### src/rtl/lut_interp.sv
// Sequencer that reads two adjacent coefficient-table entries and linearly
// interpolates between them, returning the result on a valid/ready port.
module lut_interp #(
   parameter int SEL_W  = 5,
   parameter int VAL_W  = 47,
   parameter int FRAC_W = 11
) (
   input  logic                    clk,
   input  logic                    reset,
   input  logic                    in_valid,
   output logic                    in_ready,
   input  logic [SEL_W+FRAC_W-1:0] in_x,
   output logic [SEL_W-1:0]        lut_sel,
   input  logic [VAL_W-1:0]        lut_val,
   output logic                    out_valid,
   input  logic                    out_ready,
   output logic [VAL_W-1:0]        out_y
);

   typedef enum logic [2:0] {
      IDLE = 3'd0,
      RD0  = 3'd1,
      RD1  = 3'd2,
      CALC = 3'd3,
      OUT  = 3'd4
   } state_t;

   localparam logic [SEL_W-1:0] TOP_IDX = {SEL_W{1'b1}};
   localparam int               PROD_W  = VAL_W + FRAC_W + 1;

   state_t             state_r;
   logic [SEL_W-1:0]   idx_r;
   logic [FRAC_W-1:0]  frac_r;
   logic [VAL_W-1:0]   base_r;
   logic [VAL_W-1:0]   upper_r;

   // base + floor(signed(upper-base) * frac / 2**FRAC_W), wrapped to VAL_W.
   // Only the low PROD_W bits of the product are needed, and the true product
   // always fits there, so an unsigned multiply of sign-extended operands works.
   function automatic logic [VAL_W-1:0] interp(
      input logic [VAL_W-1:0]  b,
      input logic [VAL_W-1:0]  u,
      input logic [FRAC_W-1:0] f
   );
      logic [VAL_W:0]    delta;
      logic [PROD_W-1:0] delta_ext;
      logic [PROD_W-1:0] frac_ext;
      logic [PROD_W-1:0] prod;
      delta     = {1'b0, u} - {1'b0, b};
      delta_ext = {{FRAC_W{delta[VAL_W]}}, delta};
      frac_ext  = {{(VAL_W + 1){1'b0}}, f};
      prod      = delta_ext * frac_ext;
      return b + prod[VAL_W+FRAC_W-1:FRAC_W];
   endfunction

   // Transaction sequencer: accept, read base, read upper, compute, hand off.
   always_ff @(posedge clk or negedge reset) begin
      if (!reset) begin
         state_r   <= IDLE;
         idx_r     <= {SEL_W{1'b0}};
         frac_r    <= {FRAC_W{1'b0}};
         base_r    <= {VAL_W{1'b0}};
         upper_r   <= {VAL_W{1'b0}};
         lut_sel   <= {SEL_W{1'b0}};
         in_ready  <= 1'b1;
         out_valid <= 1'b0;
         out_y     <= {VAL_W{1'b0}};
      end else begin
         case (state_r)
            IDLE: begin
               if (in_valid && in_ready) begin
                  idx_r    <= in_x[SEL_W+FRAC_W-1 -: SEL_W];
                  frac_r   <= in_x[FRAC_W-1:0];
                  lut_sel  <= in_x[SEL_W+FRAC_W-1 -: SEL_W];
                  in_ready <= 1'b0;
                  state_r  <= RD0;
               end
            end
            RD0: begin
               base_r  <= lut_val;
               // The top entry pairs with itself rather than wrapping to 0.
               lut_sel <= (idx_r == TOP_IDX) ? idx_r : idx_r + {{(SEL_W-1){1'b0}}, 1'b1};
               state_r <= RD1;
            end
            RD1: begin
               upper_r <= lut_val;
               state_r <= CALC;
            end
            CALC: begin
               out_y     <= interp(base_r, upper_r, frac_r);
               out_valid <= 1'b1;
               state_r   <= OUT;
            end
            OUT: begin
               if (out_ready) begin
                  out_valid <= 1'b0;
                  in_ready  <= 1'b1;
                  state_r   <= IDLE;
               end
            end
            default: begin
               out_valid <= 1'b0;
               in_ready  <= 1'b1;
               state_r   <= IDLE;
            end
         endcase
      end
   end

endmodule
### config.mk
export PLATFORM = sky130hd
export DESIGN_NAME = lut_interp
export DESIGN_NICKNAME = d
export VERILOG_FILES = /design/src/rtl/lut_interp.sv
export SDC_FILE = /design/constraint.sdc
export NUM_CORES = 2
export LEC_CHECK = 0
export ABC_CLOCK_PERIOD_IN_PS = 12840
export BUFFER_PORTS_ARGS = -buffer_cell sky130_fd_sc_hd__buf_2
export CAP_MARGIN = 20
export CORE_ASPECT_RATIO = 2
export CORE_UTILIZATION = 40
export DETAILED_ROUTE_END_ITERATION = 7
export HOLD_SLACK_MARGIN = 0.1
export PLACE_DENSITY_LB_ADDON = 0.05
export REMOVE_ABC_BUFFERS = 1
export SYNTH_ARGS = -nofsm -noshare
export SYNTH_HDL_FRONTEND = slang
export SYNTH_SLANG_ARGS = --single-unit
### constraint.sdc
create_clock -name clk -period 12.84 [get_ports clk]
set_input_delay 0.642 -clock clk [delete_from_list [all_inputs] [get_ports clk]]
set_output_delay 0.642 -clock clk [all_outputs]
set_load 0.05 [all_outputs]
==> qor.yml <==
place:
  io_buffer_count: 120
  pre_cts_slack_ns: 1.608
  place_hpwl_um: 76970
  gp_congestion: 0.8995
  placed_area_um2: 30240
  dpl.cell_count: 4228
die:
  die_y_um: 380.0
  dieArea_um2: 72590
  core_area_um2: 70790
  io_pins: 121
  start_util: 0.4037
  die_w_um: 191.0
  core.rowCount: 138
cts:
  clkTransAtPathRegs_ns: 0.07
  cts_setup_buffers: 0
  cts_resized: 0
  insertion_delay_ns: 0.45
  tritoncts: "yes"
  postCtsHoldBufs: 0
  numCtsBuffers: 17
  clock_path_buffers: 2
  cts_sinks: 167
  h-tree-depth: 4
  cts_root_buf: "clkbuf_16"
setup_path:
  timing.rr.end: "out_y[46]"
  worst-path-buf-inv: 3
  crit_path_max_fanout: 11
  cp_top_family: "compound AO/OA/AOI/OAI gates"
  end_kind: "flop"
  reg2regPathDepth: 39
  cpMaxStageDelayCell: "xor2_1"
  cpPeakStageDelay_ns: 0.87
  cp-start-kind: "flop"
  timing.rr.start: "base_r[0]"
  crit_arrival_ns: 11.49
  required_ns: 13.14
  critPathKind: "reg -> reg"
  crit_path_frequent_cell: "fa_1"
  rrSetupSlack_ns: 1.64
synthesis:
  async_reset_ff_frac: 1.000
  yosysWarnings: 0
  synthesis.area_per_instance_um2: 8.703
  yosysUniqueCellTypes: 90
  synth_largest_area_cell: "fa_1"
  synth_area_um2: 28580
  yosys-top-cells-area: "fa_1 (31%), dfrtp_1 (15%), ha_1 (9.6%), inv_1 (7.7%), nand2_1 (7.7%)"
  synth-seq-cells: 167
  synth_ff_type: "dfrtp_1"
  synth_cells: 3284
  synth_edf_count: 0
  synth_top_cell_area_share: 0.3096
  ys_seq_area_frac: 0.1463
grt:
  grt_pass1_vias: 24946
  grt_overflow: 0
  gr-usage-all-layers: 0.2632
  grt_pass1_wl_um: 141900
  antenna_found_initial: 4
  grt_start_max_net_pins: 94
routing:
  viasPerCell: 5.305
  drc: 0
  ant_nets: 0
  drt-initial-drc-count: 912
  post_drt_wl_per_cell_um: 21.79
  wl_um: 92890
  drt-pass1-iter-count: 5
  num_vias: 22622
run_status:
  outcome: "completed"
final_layout:
  area_growth_pct: 7.766
  final_area_um2: 30800
  stdcell_count: 4264
  final_cell_mix: "inv_1 (588), nand2_1 (585), fa_1 (442)"
  nets: 4066
  layout_commonest_cell: "inv_1"
  drive_gt1_frac: 0.09582
  fill_cells: 7284
sta:
  fin_tns_setup_ns: 0
  rsz0062_at_grt: "false"
  finalHoldViolations: 0
  finalSetupViolations: 0
  post-route-min-period_ns: 11.20
  slew_viol_final: 0
  fin_crit_sh: 0.8719
  fin_ws_ns: 1.645
  fin_skew_ns: 0.01406
  maxSlewHeadroom: 0.2353
  fmax_ghz: 0.08932
  tightest_slew_ns: 1.139
hold_path:
  hold_class: "in -> async"
run:
  maxCapViolCount: 0
## sequential cells by signal (all words and copies together) (netlist names), 3 cells and up
signal / count
out_y: 47
state_r: 3
idx_r: 5
frac_r: 11
upper_r: 47
base_r: 47
lut_sel: 5
## worst max-delay path by stage
stage	from	endpoint	slack, ns	depth (start not counted)
CTS	base_r[0]	out_y[44]	1.55	39
global route	base_r[0]	out_y[43]	0.93	39
finish	base_r[0]	out_y[46]	1.64	39
floorplan	base_r[2]	out_y[44]	3.33	38
detailed placement	base_r[0]	out_y[44]	1.61	39
global placement	base_r[0]	out_y[44]	1.81	39
## synth_stat cells (5+ instances only)
cell type and number:
and3b_1 6, nand3_1 24, o21ai_1 12, and4_1 6
o21bai_1 21, a21o_1 80, ha_1 220, and2_1 157
o21a_1 16, o211ai_1 17, xor2_1 54, o21ai_0 139
fa_1 442, nor2_1 56, dfrtp_1 166, and2b_1 8
buf_2 10, nand2_1 585, or2_2 5, mux2i_1 8
clkbuf_1 138, nor4_1 9, nor3_1 17, and3_1 15
nand4_1 26, a31o_2 5, mux2_2 53, a31oi_1 20
a21oi_1 130, a211oi_1 9, nor2b_1 24, nand2b_1 28
inv_1 588, xnor2_1 87
## cell families after synthesis
group,synth area share
buffers and inverters,0.09959
adders and majority gates,0.4059
DFF,0.1463
muxes,0.02368
and+or+nand+nor,0.1630
xor gates and xnor gates,0.04321
AOI/OAI and AO/OA,0.1183
## per-stage QoR
| stage | hold WS (ns) | util |
|---|---|---|
| after floorplan | 0.3464 | - |
| after global placement | 0.4553 | 0.4268 |
| after detailed placement | 0.4633 | 0.4272 |
| after CTS | 0.1381 | 0.4349 |
| after global routing | 0.1497 | 0.4349 |
| final | 0.1165 | 0.4351 |
## per-layer routing
metal / GRT usage / routed length (µm) / share of wire
met1: 0.2351 / 28960 / 0.31
met2: 0.5438 / 55580 / 0.60
met3: 0.02167 / 1956 / 0.021
met4: 0.1582 / 6385 / 0.069
met5: 0 / 13 / 0.00014
## area by class of cell
type                            count  area [µm²]  share of cell area
Multi-Input combinational cell   2375       21600              0.7012
Sequential cell                   167        4180              0.1357
Inverter                          588        2207             0.07166
Tap cell                          910        1139             0.03697
Timing Repair Buffer              188        1121             0.03640
Clock buffer                       23       478.0             0.01552
Clock inverter                      9       68.82            0.002234
Antenna cell                        4       10.01           0.0003250
## worst reg2reg max path, delay by kind of cell (launching register included)
| family | cells | cell delay [ns] |
|---|---|---|
| xor+xnor | 3 | 1.23 |
| fa+ha+maj | 9 | 3.83 |
| flops | 1 | 0.40 |
| simple gates | 7 | 1.37 |
| buf+inv | 3 | 0.15 |
| compound gates | 17 | 4.05 |
Power is not shown: default switching activity piles up to over one toggle a cycle in this logic, so the estimate is an artifact.
